[src/rtl/bcd_seq_ctrl.sv]
`timescale 1ns/1ps
// Sequential 6-bit binary to two-digit BCD converter (shift-and-add-3),
// with a two-position multiplexed 7-segment digit scan.
module bcd_seq_ctrl #(
    parameter int unsigned REFRESH_BITS = 17,
    parameter bit          BLANK_LZ     = 1'b1
) (
    input  logic       clk,
    input  logic       reset,
    input  logic       in_valid,
    output logic       in_ready,
    input  logic [5:0] B,
    output logic       busy,
    output logic       out_valid,
    output logic [3:0] tens,
    output logic [3:0] ones,
    output logic [3:0] an,
    output logic [3:0] digit
);

    localparam logic [1:0] IDLE  = 2'd0;
    localparam logic [1:0] SHIFT = 2'd1;
    localparam logic [1:0] DONE  = 2'd2;

    logic [1:0]              r_state;
    logic [13:0]             r_shift;
    logic [2:0]              r_count;
    logic [3:0]              r_tens;
    logic [3:0]              r_ones;
    logic [REFRESH_BITS-1:0] r_refresh;
    logic                    r_sel;

    logic [3:0]  w_tens_adj;
    logic [3:0]  w_ones_adj;
    logic [13:0] w_shifted;
    logic        w_blank;

    // Add-3 correction happens before every shift, so the final shift result
    // already holds valid BCD digits in [13:10] and [9:6].
    always_comb begin
        w_tens_adj = r_shift[13:10];
        w_ones_adj = r_shift[9:6];
        if (r_shift[13:10] >= 4'd5) begin
            w_tens_adj = r_shift[13:10] + 4'd3;
        end
        if (r_shift[9:6] >= 4'd5) begin
            w_ones_adj = r_shift[9:6] + 4'd3;
        end
        w_shifted = {w_tens_adj[2:0], w_ones_adj, r_shift[5:0], 1'b0};
    end

    always_ff @(posedge clk) begin
        if (reset) begin
            r_state <= IDLE;
            r_shift <= '0;
            r_count <= '0;
            r_tens  <= '0;
            r_ones  <= '0;
        end else begin
            case (r_state)
                IDLE: begin
                    if (in_valid) begin
                        r_shift <= {8'b0, B};
                        r_count <= '0;
                        r_state <= SHIFT;
                    end
                end
                SHIFT: begin
                    r_shift <= w_shifted;
                    r_count <= r_count + 3'd1;
                    if (r_count == 3'd5) begin
                        r_tens  <= w_shifted[13:10];
                        r_ones  <= w_shifted[9:6];
                        r_state <= DONE;
                    end
                end
                DONE: begin
                    r_state <= IDLE;
                end
                default: begin
                    r_state <= IDLE;
                end
            endcase
        end
    end

    always_ff @(posedge clk) begin
        if (reset) begin
            r_refresh <= '0;
            r_sel     <= 1'b0;
        end else begin
            r_refresh <= r_refresh + 1'b1;
            if (r_refresh == '1) begin
                r_sel <= ~r_sel;
            end
        end
    end

    assign w_blank   = BLANK_LZ && r_sel && (r_tens == 4'd0);

    assign in_ready  = (r_state == IDLE);
    assign busy      = (r_state == SHIFT);
    assign out_valid = (r_state == DONE);
    assign tens      = r_tens;
    assign ones      = r_ones;
    assign digit     = r_sel ? r_tens : r_ones;
    assign an        = !r_sel ? 4'b1110 : (w_blank ? 4'b1111 : 4'b1101);

endmodule

[config.mk]
export PLATFORM = sky130hd
export DESIGN_NAME = bcd_seq_ctrl
export DESIGN_NICKNAME = d
export VERILOG_FILES = /design/src/rtl/bcd_seq_ctrl.sv
export SDC_FILE = /design/constraint.sdc
export NUM_CORES = 1
export LEC_CHECK = 0
export ABC_CLOCK_PERIOD_IN_PS = 1500
export BUFFER_PORTS_ARGS = -buffer_cell sky130_fd_sc_hd__buf_2
export CORE_MARGIN = 2
export CORE_UTILIZATION = 40
export DETAILED_ROUTE_END_ITERATION = 8
export HOLD_SLACK_MARGIN = 0.08
export PLACE_DENSITY = 0.65
export SYNTH_ARGS = -nofsm -noshare
export SYNTH_HDL_FRONTEND = slang
export SYNTH_SLANG_ARGS = --single-unit
export TNS_END_PERCENT = 1
[constraint.sdc]
create_clock -name clk -period 1.5 [get_ports clk]
set_input_delay 0 -clock clk [delete_from_list [all_inputs] [get_ports clk]]
set_output_delay 0 -clock clk [all_outputs]
set_load 0.1 [all_outputs]
# Word-level counts from Yosys, hierarchy flattened
# Cells that the tools add are included.
# word_totals
ff_bits,45
in_bits,9
output_inout_bits,19
elab_cells,39
# classes
add_sub_neg,4
magnitude_cmp,2
n_eq_ne,6
n_mux,12
n_bitwise,1
reduce_logical,7
# op_table
operator,count
$pmux W14 S2,1
$add A17 B1 Y17 const B,1
$eq A17 B17 Y1 const B,1
$mux W14,1
$ge A4 B3 Y1 const B,2
$mux W2,4
$mux W4,2
$mux W3,2
$pmux W3 S2,1
$reduce_and A2 Y1,3
$add A4 B2 Y4 const B,1
$logic_not A4 Y1,1
$pmux W2 S2,1
$add A3 B1 Y3 const B,1
$add A3 B2 Y3 const B,1
$eq A3 B3 Y1 const B,1
$eq A2 B1 Y1 const B,1
$eq A2 B2 Y1 const B,1
$logic_not A2 Y1,1
$ne A2 B1 Y1 const B,1
$ne A2 B2 Y1 const B,1
$reduce_bool A2 Y1,1
$logic_and A1 B1 Y1,1
$not A1 Y1,1

# Logic depth before layout (Yosys ltp)
# depth
word_depth,4
ltp_mapped,8
mapped_depth_nobuf,8

# Worst setup path after synthesis
# Ideal clock, no wire load.
# synth_path
kind,register -> output
from,"register r_tens[0], in the netlist tens[0]"
to,output an[1]
arrival_time_ns,3.929
required_time_ns,1.500
path_slack_ns,-2.429
stages_incl_launch_ff,2
n_path_buf,0
cell_sequence,dfxtp_1 o41ai_1
# synth_via
elab_chain_cells,4
# synth_rtl
item,line_no,rtl
from (decl),28,logic [3:0] r_tens;
from (signal assigned),72,r_tens <= w_shifted[13:10];
$logic_not A4 Y1,99,assign w_blank = BLANK_LZ && r_sel && (r_tens == 4'd0);
$logic_and A1 B1 Y1,99,
$mux W2 (2 in a row),107,assign an = !r_sel ? 4'b1110 : (w_blank ? 4'b1111 : 4'b1101);
to (decl),17,"output logic [3:0] an,"
# Every way passes these cells.

# Worst setup path in the final report
# Ends and elaborated chain as after synthesis.

==> results.rst <==
.. list-table::
   :header-rows: 1

   * - Metric
     - Value
   * - Result of the run
     - finished, final reports clean
   * - Total detailed-routing wirelength
     - 4370 um
   * - Cells after DPL
     - 343
   * - Number of library cell types mapped by synthesis
     - 52
   * - Worst hold endpoint
     - r_shift[2]$_SDFFE_PP0P_
   * - Clock net sink count
     - 45
   * - Number of placement rows
     - 26
   * - Total CTS buffers
     - 5
   * - Hpwl dp
     - 3110 um
   * - Top Ports
     - 28
   * - Total iterations of the first detailed-routing run
     - 4
   * - Fill cells
     - 509
   * - Startpoint kind of the worst setup timing path
     - register
   * - Design Power
     - 2.20 mW
   * - Routed vias
     - 1767
   * - Worst skew pair latency
     - 0.29 ns
   * - Wire length per cell after detailed routing
     - 12.4 um
   * - Starting density of the core
     - 0.423
   * - Worst R2R Path Depth
     - 6
   * - Cell leakage power
     - 1.07 nW
   * - Number of buffers between clock root and the deepest sink
     - 2
   * - Clock transition time at the flip-flop clock pins of the worst setup and hold paths
     - 0.08 ns
   * - Worst-Margin Slew
     - 0.560 ns
   * - Post-CTS Repair Setup Buffers
     - 0
   * - Worst hold slack
     - 0.0871 ns
   * - Count of final hold-check violations
     - 0
   * - Core area
     - 5200 um^2
   * - First-pass GRT wire length
     - 7720 um
   * - Final nets
     - 298
   * - Number of cells in the finished layout apart from fillers
     - 351
   * - Setup repair after global routing missed its margin
     - true
   * - Number of routed nets with antenna violations
     - 0
   * - Period utilization
     - 0.964
   * - Area Overhead vs Synth
     - 19.1%
   * - Prevailing post-synth register cell
     - sky130_fd_sc_hd__dfxtp_1
   * - Overall global routing resource usage
     - 0.159
   * - Data required time at the worst endpoint
     - 1.50 ns
   * - Startpoint of the most critical register-to-register path
     - r_shift[11]$_SDFFE_PP0P_
   * - Area of the mapped netlist
     - 2200 um^2
   * - Flops & latches, synth
     - 45
   * - Endpoint of the lowest-slack register-to-register path
     - r_shift[12]$_SDFFE_PP0P_
   * - Cell type with the highest aggregate area in the netlist
     - sky130_fd_sc_hd__dfxtp_1
   * - Timing-limited maximum frequency
     - 0.691 GHz
   * - Grt ovf
     - 0
   * - Sequential share of the synthesized area
     - 0.410
   * - Number of enable flip-flop cells after synthesis
     - 0
   * - Reg-to-reg slack, setup
     - 0.08 ns
   * - CP Capture Type
     - output pin
   * - Areal power density over the cells
     - 838 nW/um^2
   * - Diodes inserted
     - 0
   * - Max FO, Critical Path
     - 4
   * - Tightest Hold Check Type
     - in -> reg
   * - Category of the most critical setup path
     - reg -> out
   * - X dimension of the die
     - 78.2 um
   * - Setup violators final
     - 0
   * - H-tree depth
     - 2
   * - Hold path start
     - B[2]
   * - Number of max-slew violations in the final report
     - 0
   * - Number of warnings printed during yosys synthesis
     - 0
   * - Worst slew margin
     - 0.625
   * - Clock tree from TritonCTS
     - done
   * - Data arrival time of the critical path
     - 1.45 ns
   * - Final worst path period need
     - 1.45 ns
   * - Initial antenna violation count
     - 0
   * - Layout Skew
     - 0.00476 ns
   * - Die Y-Extent
     - 78.2 um
   * - Highest ir drop seen on vdd
     - 412 uV
   * - Number of global-route vias before repair
     - 1702
   * - Number of DRC markers after the initial detailed-route iteration
     - 51
   * - FFs w/ async S/R, synth
     - 0
   * - Port Buf Inserts
     - 25
   * - Pin count of the biggest net entering global routing
     - 17
   * - Fraction of layout instances using a drive strength above 1
     - 0.288
   * - Post-synthesis cell count
     - 245
   * - Dominant cells by area after synthesis
     - sky130_fd_sc_hd__dfxtp_1, sky130_fd_sc_hd__nor2_1, sky130_fd_sc_hd__xnor2_1
   * - Proportion of netlist area held by the largest area contributor
     - 0.410
   * - Max-capacitance violation count
     - 0
   * - Die Outline Area
     - 6110 um^2
   * - Mean cell area of the mapped netlist
     - 8.98 um^2
   * - Placer's final routability congestion estimate
     - 0.774
   * - Root Buffer
     - sky130_fd_sc_hd__clkbuf_8
   * - Via-to-Cell Ratio
     - 5.03
   * - Total DRC errors in the routed layout
     - 0
   * - Number of cells traversed by the worst hold path
     - 5
logic make-up after synthesis:
group,Yosys count,synth area share
muxes,7,0.0347
buffers and inverters,24,0.0557
other,1,0.00170
DFF,45,0.410
AOI/OAI and AO/OA,46,0.137
and+or+nand+nor,100,0.260
adders and majority gates,8,0.0455
xor gates and xnor gates,14,0.0557
critical path, cell delays in order (launching register included):
cell,delay [ns]
sky130_fd_sc_hd__dfxtp_1,0.36
sky130_fd_sc_hd__o41ai_4,0.32
sky130_fd_sc_hd__buf_2,0.47
flip-flops by register name, summed over array words and instances, names as in the netlist:
| register | flops |
|---|---|
| ones | 4 |
| r_count | 3 |
| r_refresh | 17 |
| r_sel | 1 |
| r_shift | 14 |
| r_state | 2 |
| tens | 4 |
worst max path at each step:
stage	slack, ns	end	start
final	0.05	an[1]	tens[0]$_SDFFE_PP0P_
after global routing	-0.02	r_refresh[16]$_SDFF_PP0_	r_refresh[0]$_SDFF_PP0_
after CTS	0.004	r_shift[8]$_SDFFE_PP0P_	r_shift[7]$_SDFFE_PP0P_
after detailed placement	0.01	tens[2]$_SDFFE_PP0P_	r_shift[11]$_SDFFE_PP0P_
after global placement	0.03	r_shift[11]$_SDFFE_PP0P_	r_shift[11]$_SDFFE_PP0P_
after floorplan	-0.46	an[1]	tens[0]$_SDFFE_PP0P_
synthesized netlist by cell type (2+ instances only):
master / number
sky130_fd_sc_hd__nand3_1: 5
sky130_fd_sc_hd__o21ai_0: 10
sky130_fd_sc_hd__nor4_2: 4
sky130_fd_sc_hd__a21o_1: 4
sky130_fd_sc_hd__dfxtp_1: 45
sky130_fd_sc_hd__nor3_1: 9
sky130_fd_sc_hd__nor3b_1: 2
sky130_fd_sc_hd__nor2b_1: 3
sky130_fd_sc_hd__nand3b_1: 2
sky130_fd_sc_hd__clkbuf_1: 2
sky130_fd_sc_hd__o41ai_1: 2
sky130_fd_sc_hd__ha_1: 8
sky130_fd_sc_hd__a21oi_1: 15
sky130_fd_sc_hd__a211oi_1: 2
sky130_fd_sc_hd__buf_2: 6
sky130_fd_sc_hd__a22o_1: 5
sky130_fd_sc_hd__nor2_1: 35
sky130_fd_sc_hd__nand2b_1: 3
sky130_fd_sc_hd__nand2_1: 19
sky130_fd_sc_hd__buf_4: 4
sky130_fd_sc_hd__inv_1: 9
sky130_fd_sc_hd__nor3b_2: 2
sky130_fd_sc_hd__and2b_1: 2
sky130_fd_sc_hd__xnor2_1: 13
sky130_fd_sc_hd__mux2i_1: 2
sky130_fd_sc_hd__mux2_2: 5
sky130_fd_sc_hd__or3_1: 2
through the flow:
stage	utilization	TNS [ns]	instance area (um^2)	setup slack, ns
after floorplan	-	-1.48	2230	-0.464
after global placement	0.479	0	2490	0.0304
after detailed placement	0.479	0	2490	0.0115
after CTS	0.498	0	2590	0.00386
after global routing	0.503	-0.0222	2620	-0.0204
final	0.503	0	2620	0.0537
report_power, final:
| group | switching (mW) | internal [mW] | leakage [nW] |
|---|---|---|---|
| registers | 0.0171 | 1.22 | 0.367 |
| logic | 0.132 | 0.0697 | 0.659 |
| clock network | 0.395 | 0.366 | 0.0443 |
| total | 0.544 | 1.65 | 1.07 |
area by class of cell:
cell class | instances | area (um^2) | area share
multi-input cells | 177 | 1230 | 0.469
flip-flops and latches | 45 | 906 | 0.346
repair buffers | 42 | 270 | 0.103
well taps | 70 | 87.6 | 0.0334
clock buffers | 7 | 86.3 | 0.0330
inverters | 10 | 40.0 | 0.0153
cells in the final DEF (no fill, tap or decap), types with 4 or more instances in the layout:
cell type                  count
sky130_fd_sc_hd__nor4_2        4
sky130_fd_sc_hd__dfxtp_2       4
sky130_fd_sc_hd__nand2_1      19
sky130_fd_sc_hd__nand3_1       5
sky130_fd_sc_hd__nor2_1       35
sky130_fd_sc_hd__buf_4        16
sky130_fd_sc_hd__inv_1         9
sky130_fd_sc_hd__xnor2_1      13
sky130_fd_sc_hd__o21ai_0      10
sky130_fd_sc_hd__a21o_1        4
sky130_fd_sc_hd__a22o_1        5
sky130_fd_sc_hd__dfxtp_1      41
sky130_fd_sc_hd__nor3_1        8
sky130_fd_sc_hd__ha_1          5
sky130_fd_sc_hd__buf_2        24
sky130_fd_sc_hd__a21oi_1      12
sky130_fd_sc_hd__mux2_2        5
sky130_fd_sc_hd__clkbuf_8      6
routing by layer:
| layer | track usage | up-vias | routed length, um | part of all wire |
|---|---|---|---|---|
| met4 | 0.0526 | 0 | 55 | 0.013 |
| li1 | - | 913 | - | - |
| met1 | 0.201 | 815 | 2160 | 0.49 |
| met2 | 0.261 | 34 | 1960 | 0.45 |
| met3 | 0.0448 | 5 | 192 | 0.044 |
| met5 | 0 | - | 0 | 0 |
what timing repair did:
item,CTS,global route
gates resized for setup,2,9
pin swaps,0,3
hold buffers,1,0
hold endpoints to repair,2,0
setup endpoints to repair,6,10
(Power assumes the default switching activity.)
